--- src/rtl/ctrl_pkg.sv ---
// Shared definitions for the instruction decode stage: opcodes, control-bundle
// bit positions, FSM state encoding and immediate-extension helpers.
package ctrl_pkg;

    localparam int CTRL_W = 22;

    localparam logic [4:0] OP_ADD  = 5'b00000;
    localparam logic [4:0] OP_SUB  = 5'b00001;
    localparam logic [4:0] OP_MUL  = 5'b00010;
    localparam logic [4:0] OP_DIV  = 5'b00011;
    localparam logic [4:0] OP_MOD  = 5'b00100;
    localparam logic [4:0] OP_CMP  = 5'b00101;
    localparam logic [4:0] OP_AND  = 5'b00110;
    localparam logic [4:0] OP_OR   = 5'b00111;
    localparam logic [4:0] OP_NOT  = 5'b01000;
    localparam logic [4:0] OP_MOV  = 5'b01001;
    localparam logic [4:0] OP_LSL  = 5'b01010;
    localparam logic [4:0] OP_LSR  = 5'b01011;
    localparam logic [4:0] OP_ASR  = 5'b01100;
    localparam logic [4:0] OP_NOP  = 5'b01101;
    localparam logic [4:0] OP_LD   = 5'b01110;
    localparam logic [4:0] OP_ST   = 5'b01111;
    localparam logic [4:0] OP_BEQ  = 5'b10000;
    localparam logic [4:0] OP_BGT  = 5'b10001;
    localparam logic [4:0] OP_B    = 5'b10010;
    localparam logic [4:0] OP_CALL = 5'b10011;
    localparam logic [4:0] OP_RET  = 5'b10100;

    localparam int IS_ST        = 0;
    localparam int IS_LD        = 1;
    localparam int IS_BEQ       = 2;
    localparam int IS_BGT       = 3;
    localparam int IS_RET       = 4;
    localparam int IS_IMMEDIATE = 5;
    localparam int IS_WB        = 6;
    localparam int IS_UBRANCH   = 7;
    localparam int IS_CALL      = 8;
    localparam int IS_ADD       = 9;
    localparam int IS_SUB       = 10;
    localparam int IS_CMP       = 11;
    localparam int IS_MUL       = 12;
    localparam int IS_DIV       = 13;
    localparam int IS_MOD       = 14;
    localparam int IS_LSL       = 15;
    localparam int IS_LSR       = 16;
    localparam int IS_ASR       = 17;
    localparam int IS_OR        = 18;
    localparam int IS_AND       = 19;
    localparam int IS_NOT       = 20;
    localparam int IS_MOV       = 21;

    typedef enum logic [1:0] {
        ST_EMPTY = 2'b00,
        ST_FULL  = 2'b01,
        ST_HOLD  = 2'b10,
        ST_HALT  = 2'b11
    } state_e;

    // Modifier 01 zero-extends, 10 places imm16 in the upper half, 00/11 sign-extend.
    function automatic logic [31:0] ext_imm(input logic [1:0] modifier, input logic [15:0] imm);
        logic [31:0] res;
        case (modifier)
            2'b01:   res = {16'h0000, imm};
            2'b10:   res = {imm, 16'h0000};
            default: res = {{16{imm[15]}}, imm};
        endcase
        return res;
    endfunction

    function automatic logic op_is_illegal(input logic [4:0] opcode);
        return (opcode > OP_RET);
    endfunction

endpackage

--- src/rtl/ctrl_decoder.sv ---
// Purely combinational instruction decoder: 32-bit instruction to control
// bundle, register indices and extended immediate.
module ctrl_decoder
    import ctrl_pkg::*;
#(
    parameter int RA_REG = 15
) (
    input  logic [31:0]       instr_i,
    output logic [CTRL_W-1:0] ctrl_o,
    output logic [3:0]        rd_o,
    output logic [3:0]        rs1_o,
    output logic [3:0]        rs2_o,
    output logic [31:0]       imm_ext_o
);

    localparam logic [3:0] RA_IDX = 4'(RA_REG);

    logic wb_s;
    logic imm_sel_s;
    logic br_s;

    // Opcode decode; nop and unused opcodes fall through to an all-zero bundle.
    always_comb begin
        ctrl_o    = {CTRL_W{1'b0}};
        wb_s      = 1'b0;
        imm_sel_s = 1'b0;
        br_s      = 1'b0;
        rd_o      = instr_i[25:22];
        rs1_o     = instr_i[21:18];
        rs2_o     = instr_i[17:14];
        case (instr_i[31:27])
            OP_ADD:  begin ctrl_o[IS_ADD] = 1'b1; wb_s = 1'b1; imm_sel_s = 1'b1; end
            OP_SUB:  begin ctrl_o[IS_SUB] = 1'b1; wb_s = 1'b1; imm_sel_s = 1'b1; end
            OP_MUL:  begin ctrl_o[IS_MUL] = 1'b1; wb_s = 1'b1; imm_sel_s = 1'b1; end
            OP_DIV:  begin ctrl_o[IS_DIV] = 1'b1; wb_s = 1'b1; imm_sel_s = 1'b1; end
            OP_MOD:  begin ctrl_o[IS_MOD] = 1'b1; wb_s = 1'b1; imm_sel_s = 1'b1; end
            OP_CMP:  begin ctrl_o[IS_CMP] = 1'b1; imm_sel_s = 1'b1; end
            OP_AND:  begin ctrl_o[IS_AND] = 1'b1; wb_s = 1'b1; imm_sel_s = 1'b1; end
            OP_OR:   begin ctrl_o[IS_OR]  = 1'b1; wb_s = 1'b1; imm_sel_s = 1'b1; end
            OP_NOT:  begin ctrl_o[IS_NOT] = 1'b1; wb_s = 1'b1; imm_sel_s = 1'b1; end
            OP_MOV:  begin ctrl_o[IS_MOV] = 1'b1; wb_s = 1'b1; imm_sel_s = 1'b1; end
            OP_LSL:  begin ctrl_o[IS_LSL] = 1'b1; wb_s = 1'b1; imm_sel_s = 1'b1; end
            OP_LSR:  begin ctrl_o[IS_LSR] = 1'b1; wb_s = 1'b1; imm_sel_s = 1'b1; end
            OP_ASR:  begin ctrl_o[IS_ASR] = 1'b1; wb_s = 1'b1; imm_sel_s = 1'b1; end
            OP_LD:   begin ctrl_o[IS_LD]  = 1'b1; wb_s = 1'b1; imm_sel_s = 1'b1; end
            OP_ST: begin
                ctrl_o[IS_ST] = 1'b1;
                imm_sel_s     = 1'b1;
                rs2_o         = instr_i[25:22];
            end
            OP_BEQ:  begin ctrl_o[IS_BEQ] = 1'b1; br_s = 1'b1; end
            OP_BGT:  begin ctrl_o[IS_BGT] = 1'b1; br_s = 1'b1; end
            OP_B:    begin ctrl_o[IS_UBRANCH] = 1'b1; br_s = 1'b1; end
            OP_CALL: begin
                ctrl_o[IS_CALL]    = 1'b1;
                ctrl_o[IS_UBRANCH] = 1'b1;
                wb_s               = 1'b1;
                br_s               = 1'b1;
                rd_o               = RA_IDX;
            end
            OP_RET: begin
                ctrl_o[IS_RET]     = 1'b1;
                ctrl_o[IS_UBRANCH] = 1'b1;
                rs1_o              = RA_IDX;
            end
            default: ctrl_o = {CTRL_W{1'b0}};
        endcase
        ctrl_o[IS_WB]        = wb_s;
        ctrl_o[IS_IMMEDIATE] = imm_sel_s & instr_i[26];
        // Branch offsets take the whole 27-bit field below the opcode.
        imm_ext_o = br_s ? {{5{instr_i[26]}}, instr_i[26:0]}
                         : ext_imm(instr_i[17:16], instr_i[15:0]);
    end

endmodule

--- src/rtl/ctrl_decode_stage.sv ---
// Registered decode stage with valid/ready on both sides and a cooldown after
// mul/div/mod. Optional trap on illegal opcodes: ILLEGAL_OPCODE_TRAP_EN.
module ctrl_decode_stage
    import ctrl_pkg::*;
#(
    parameter int MULTI_LAT = 4,
    parameter int RA_REG    = 15
) (
    input  logic                clk,
    input  logic                rst,
    input  logic                instr_valid,
    output logic                instr_ready,
    input  logic [31:0]         instr,
    input  logic                flush,
    output logic                ctrl_valid,
    input  logic                ctrl_ready,
    output logic [CTRL_W-1:0]   control_signals,
    output logic [3:0]          rd,
    output logic [3:0]          rs1,
    output logic [3:0]          rs2,
    output logic [31:0]         imm_ext,
    output logic                illegal
);

    localparam logic [3:0] HOLD_CNT   = 4'(MULTI_LAT - 1);
    localparam logic       MULTI_HOLD = (MULTI_LAT > 1) ? 1'b1 : 1'b0;

    state_e              state_q, state_d;
    logic [3:0]          cnt_q, cnt_d;
    logic [CTRL_W-1:0]   ctrl_q, ctrl_d;
    logic [3:0]          rd_q, rd_d;
    logic [3:0]          rs1_q, rs1_d;
    logic [3:0]          rs2_q, rs2_d;
    logic [31:0]         imm_q, imm_d;
    logic                illegal_q, illegal_d;

    logic [CTRL_W-1:0]   dec_ctrl_s;
    logic [3:0]          dec_rd_s;
    logic [3:0]          dec_rs1_s;
    logic [3:0]          dec_rs2_s;
    logic [31:0]         dec_imm_s;
    logic                held_multi_s;
    logic                ready_base_s;
    logic                accept_s;
    logic                trap_s;

    ctrl_decoder #(
        .RA_REG(RA_REG)
    ) u_dec (
        .instr_i   (instr),
        .ctrl_o    (dec_ctrl_s),
        .rd_o      (dec_rd_s),
        .rs1_o     (dec_rs1_s),
        .rs2_o     (dec_rs2_s),
        .imm_ext_o (dec_imm_s)
    );

`ifdef ILLEGAL_OPCODE_TRAP_EN
    assign trap_s = op_is_illegal(instr[31:27]);
`else
    assign trap_s = 1'b0;
`endif

    assign held_multi_s = ctrl_q[IS_MUL] | ctrl_q[IS_DIV] | ctrl_q[IS_MOD];

    // Input-side readiness per state; a held multi-cycle op blocks back-to-back issue.
    always_comb begin
        case (state_q)
            ST_EMPTY: ready_base_s = 1'b1;
            ST_FULL:  ready_base_s = ctrl_ready & ~held_multi_s;
            default:  ready_base_s = 1'b0;
        endcase
    end

    // Flush drops readiness so an instruction offered alongside it is never taken.
    assign instr_ready = ready_base_s & ~flush & ~rst;
    assign accept_s    = instr_valid & instr_ready;

    // Next-state and output-register update; flush dominates everything.
    always_comb begin
        state_d   = state_q;
        cnt_d     = cnt_q;
        ctrl_d    = ctrl_q;
        rd_d      = rd_q;
        rs1_d     = rs1_q;
        rs2_d     = rs2_q;
        imm_d     = imm_q;
        illegal_d = illegal_q;
        if (flush) begin
            state_d   = ST_EMPTY;
            cnt_d     = 4'd0;
            illegal_d = 1'b0;
        end else if (accept_s) begin
            if (trap_s) begin
                state_d   = ST_HALT;
                illegal_d = 1'b1;
                ctrl_d    = {CTRL_W{1'b0}};
                rd_d      = 4'd0;
                rs1_d     = 4'd0;
                rs2_d     = 4'd0;
                imm_d     = 32'd0;
            end else begin
                state_d   = ST_FULL;
                ctrl_d    = dec_ctrl_s;
                rd_d      = dec_rd_s;
                rs1_d     = dec_rs1_s;
                rs2_d     = dec_rs2_s;
                imm_d     = dec_imm_s;
            end
        end else begin
            case (state_q)
                ST_EMPTY: state_d = ST_EMPTY;
                ST_FULL: begin
                    if (ctrl_ready) begin
                        if (held_multi_s && MULTI_HOLD) begin
                            state_d = ST_HOLD;
                            cnt_d   = HOLD_CNT;
                        end else begin
                            state_d = ST_EMPTY;
                        end
                    end else begin
                        state_d = ST_FULL;
                    end
                end
                ST_HOLD: begin
                    if (cnt_q <= 4'd1) begin
                        state_d = ST_EMPTY;
                        cnt_d   = 4'd0;
                    end else begin
                        cnt_d   = cnt_q - 4'd1;
                    end
                end
                ST_HALT:  state_d = ST_HALT;
                default:  state_d = ST_EMPTY;
            endcase
        end
    end

    // Stage registers; asynchronous reset clears every output immediately.
    always_ff @(posedge clk or posedge rst) begin
        if (rst) begin
            state_q   <= ST_EMPTY;
            cnt_q     <= 4'd0;
            ctrl_q    <= {CTRL_W{1'b0}};
            rd_q      <= 4'd0;
            rs1_q     <= 4'd0;
            rs2_q     <= 4'd0;
            imm_q     <= 32'd0;
            illegal_q <= 1'b0;
        end else begin
            state_q   <= state_d;
            cnt_q     <= cnt_d;
            ctrl_q    <= ctrl_d;
            rd_q      <= rd_d;
            rs1_q     <= rs1_d;
            rs2_q     <= rs2_d;
            imm_q     <= imm_d;
            illegal_q <= illegal_d;
        end
    end

    assign ctrl_valid      = (state_q == ST_FULL);
    assign control_signals = ctrl_q;
    assign rd              = rd_q;
    assign rs1             = rs1_q;
    assign rs2             = rs2_q;
    assign imm_ext         = imm_q;
    assign illegal         = illegal_q;

endmodule

--- config.mk ---
export PLATFORM = sky130hd
export DESIGN_NAME = ctrl_decode_stage
export DESIGN_NICKNAME = d
export VERILOG_FILES = /design/src/rtl/ctrl_pkg.sv /design/src/rtl/ctrl_decoder.sv /design/src/rtl/ctrl_decode_stage.sv
export SDC_FILE = /design/constraint.sdc
export NUM_CORES = 1
export LEC_CHECK = 0
export CAP_MARGIN = 5
export CORE_UTILIZATION = 45
export DETAILED_ROUTE_END_ITERATION = 8
export PLACE_DENSITY = 0.78
export SLEW_MARGIN = 5
export SYNTH_ARGS = -nofsm -noshare
export SYNTH_HDL_FRONTEND = slang
export SYNTH_HIERARCHICAL = 1
export SYNTH_SLANG_ARGS = --single-unit
--- constraint.sdc ---
create_clock -name clk -period 2.55 [get_ports clk]
set_clock_uncertainty 0.2 [all_clocks]
set_input_delay 0.255 -clock clk [delete_from_list [all_inputs] [get_ports clk]]
set_output_delay 0.255 -clock clk [all_outputs]
set_load 0.03 [all_outputs]
==> results.md, run 1 <==
- Inst Count DP: 516
- Core Util, Final: 64.5%
- Max clock buf depth: 2
- Layout cells sized above 1: 18.1%
- Crit path DAT: approximately 1.9 ns
- Die X-Extent: 91.7 um
- Worst Tran Pin Value: 0.600 ns
- DRT antenna net count: 0
- Core Region: 7770 um^2
- DP HPWL: 6270 um
- Ports: 106
- Overall power: 3.47 mW
- Final hold vios: 0
- Root buf cell: clkbuf_8
- Global route overflow: 0
- First-pass DRT Iterations: 4
- Worst R2R Setup Slack: 0.33 ns
- Status: completed
- CTS Hold Bufs: 0
- Rel. slew slack: 59.7%
- Total number of vias: roughly 2700
- Initial drt markers: 83
- Hold Path Class: in -> async
- Yosys warns: 6
- Crit-path max FO: 4
- Commonest non-fill, non-tap cell in the layout: clkdlybuf4s50_1
- RD Place Congestion: between 0.7 and 0.8
- Vias in the first global route: roughly 2900
- CTS tree: built
- Initial antenna violation count: 0
- Setup crit end kind: primary output
- First-pass GRT wire length: 14400 um
- Synth Flop Type: dfrtp_1
- Worst Reg-to-Reg Cells: 4
- Number of flops mapped to enable cells by yosys: 0
- Worst r2r src: state_q[1]$_DFFE_PP0P_
- Count of cell types in the netlist: a little over 40
- Max-cap violations: 0
- CP Launch Type: flip-flop
- Leak: 2.23 nW
- Chip height: 91.7 um
- Pwr/cell area: 693 nW/um^2
- Number of H-tree levels: 3
- Area Growth Syn to Fin: 38.4%
- Avg Cell Area, Syn: around 12 um^2
- # setup viols final: 0
- Die ar.: roughly 8400 um^2
- Syn nets: 355
- Max Clk Rate: 420 MHz
- Worst-Skew Late Latency: 0.33 ns
- Antenna cells: 0
- Setup TNS: 0 ns
- Cell area after synthesis: 3620 um^2
- Multi-input gate area: about 1700 um^2
- Seq/Total Area, Yosys: 49.8%
- Worst endpoint required time: ~2.1 ns
- GRT Overall Usage: 21.8%
- Worst r2r dst: imm_ext[20]$_DFFE_PP0P_
- Fillers: 635
- Post-detailed-route wirelength per cell: around 16 um
- PortBufs: between 100 and 150
- Non-filler instance count after layout: 532
- Register Area: 1800 um^2
- Most frequent cells in the layout: clkdlybuf4s50_1 (103), dfrtp_1 (72), mux2_1 (44)
- Synth async-reset ratio: 100%
- # DRC: 0
- TritonCTS Buffers: 9
- Largest net degree at the start of global routing: between 70 and 80
- Total clock sinks: 72
- Crit share post-route: between 90% and 100%
- Reg clk slew, reported paths: roughly 0.070 ns
- Final wirelength: 8500 um
- Final min period: 2.38 ns
- Max-slew violation count: 0
- Post-synthesis cell count: approximately 310
- Initial Utilization: a little under half
- Type of the worst setup path: reg -> out
- Max IR drop VDD: 0.000355 V
- Yosys reg bits: between 70 and 80
- Vias/cell: between 5 and 6
- RSZ-0062 raised after global routing: no
- Row count: 32
- Nets: 466
flip-flops by register name (all words and copies together), names as in the netlist:
| register | flops |
|---|---|
| control_signals | 22 |
| rd | 4 |
| rs1 | 4 |
| rs2 | 4 |
| imm_ext | 32 |
| cnt_q | 4 |
| state_q | 2 |
worst max path at each step:
| stage | start | endpoint | slack, ns | cells after the start |
|---|---|---|---|---|
| finish | control_signals[13]$_DFFE_PP0P_ | instr_ready | 0.17 | 3 |
| global route | control_signals[13]$_DFFE_PP0P_ | instr_ready | 0.1 | 3 |
| CTS | control_signals[13]$_DFFE_PP0P_ | instr_ready | 0.14 | 3 |
| detailed placement | instr[16] | imm_ext[25]$_DFFE_PP0P_ | -0.17 | 7 |
| global placement | instr[16] | imm_ext[16]$_DFFE_PP0P_ | -0.04 | 7 |
| floorplan | control_signals[13]$_DFFE_PP0P_ | instr_ready | 0.20 | 2 |
metal layers:
layer	GRT usage (%)	part of all wire [%]
met3	5.14	5.2
met5	0	0
met2	34.9	48
met1	29.9	46
met4	5.82	0.87
kinds of logic after synthesis:
family	count (synthesis)	synth area share (%)
compound gates	44	7.19
xor+xnor	1	0.242
fa+ha+maj	4	1.38
buf+inv	23	4.22
flops	72	49.8
mux	70	21.8
other cells	1	0.104
simple gates	99	15.3
critical path, cell delays in order (launching register included):
cell and delay (ns):
dfrtp_1 0.41, or4b_4 0.58, a2111oi_2 0.38, buf_4 0.22
area by class of cell:
| class | count | area share [%] |
|---|---|---|
| Tap cell | 102 | 2.55 |
| Sequential cell | 72 | 36.0 |
| Clock buffer | 11 | 3.02 |
| Clock inverter | 5 | 1.10 |
| Timing Repair Buffer | 116 | 23.3 |
| Multi-Input combinational cell | 219 | 33.6 |
| Inverter | 7 | 0.524 |
where the power goes:
group          switching [mW]  total [mW]  internal [mW]
registers              0.0956        1.41           1.31
clock network           0.424       0.926          0.502
logic                   0.613        1.14          0.523
cells in the mapped netlist, types with 2 or more instances:
cell | instances | area (um^2)
nor2b_1 | 6 | 37.5
buf_2 | 2 | 10.0
ha_1 | 4 | 50.1
a21oi_1 | 18 | 90.1
and2_4 | 10 | 87.6
and2_1 | 7 | 43.8
mux2_1 | 44 | 495
dfrtp_1 | 72 | 1800
buf_6 | 6 | 67.6
mux2_2 | 26 | 293
nand3_1 | 2 | 10.0
nand2b_1 | 10 | 62.6
nand2_1 | 23 | 86.3
nor2_2 | 2 | 12.5
o31ai_1 | 2 | 15.0
a211oi_1 | 3 | 22.5
or2_2 | 4 | 25.0
a22o_1 | 2 | 17.5
a21o_1 | 2 | 15.0
clkbuf_1 | 3 | 11.3
o21ai_0 | 12 | 60.1
nor2_1 | 25 | 93.8
buf_4 | 5 | 37.5
inv_1 | 7 | 26.3
repair_timing:
item                       in CTS  in global routing
gates resized for setup         0                  1
setup buffers                   0                  0
hold endpoints to repair        0                  0
setup endpoints to repair       0                  5
metrics by stage:
step | instance area [um^2] | setup WS, ns | hold WS [ns]
global placement | 4800 | -0.0379 | 0.267
CTS | 5010 | 0.140 | 0.269
floorplan | 3630 | 0.199 | 0.121
finish | 5010 | 0.170 | 0.242
detailed placement | 4800 | -0.165 | 0.275
global route | 5010 | 0.0981 | 0.309
No activity file was read; power rests on OpenSTA's default activity.
==> run 2: changes to the inputs <==
--- a/config.mk
+++ b/config.mk
@@ -5,6 +5,7 @@
 export SDC_FILE = /design/constraint.sdc
 export NUM_CORES = 1
 export LEC_CHECK = 0
+export ABC_CLOCK_PERIOD_IN_PS = 2550
 export CAP_MARGIN = 5
 export CORE_UTILIZATION = 45
 export DETAILED_ROUTE_END_ITERATION = 8
==> results of run 2 <==
The final DEF is identical to that of run 1; final timing and power are the same.
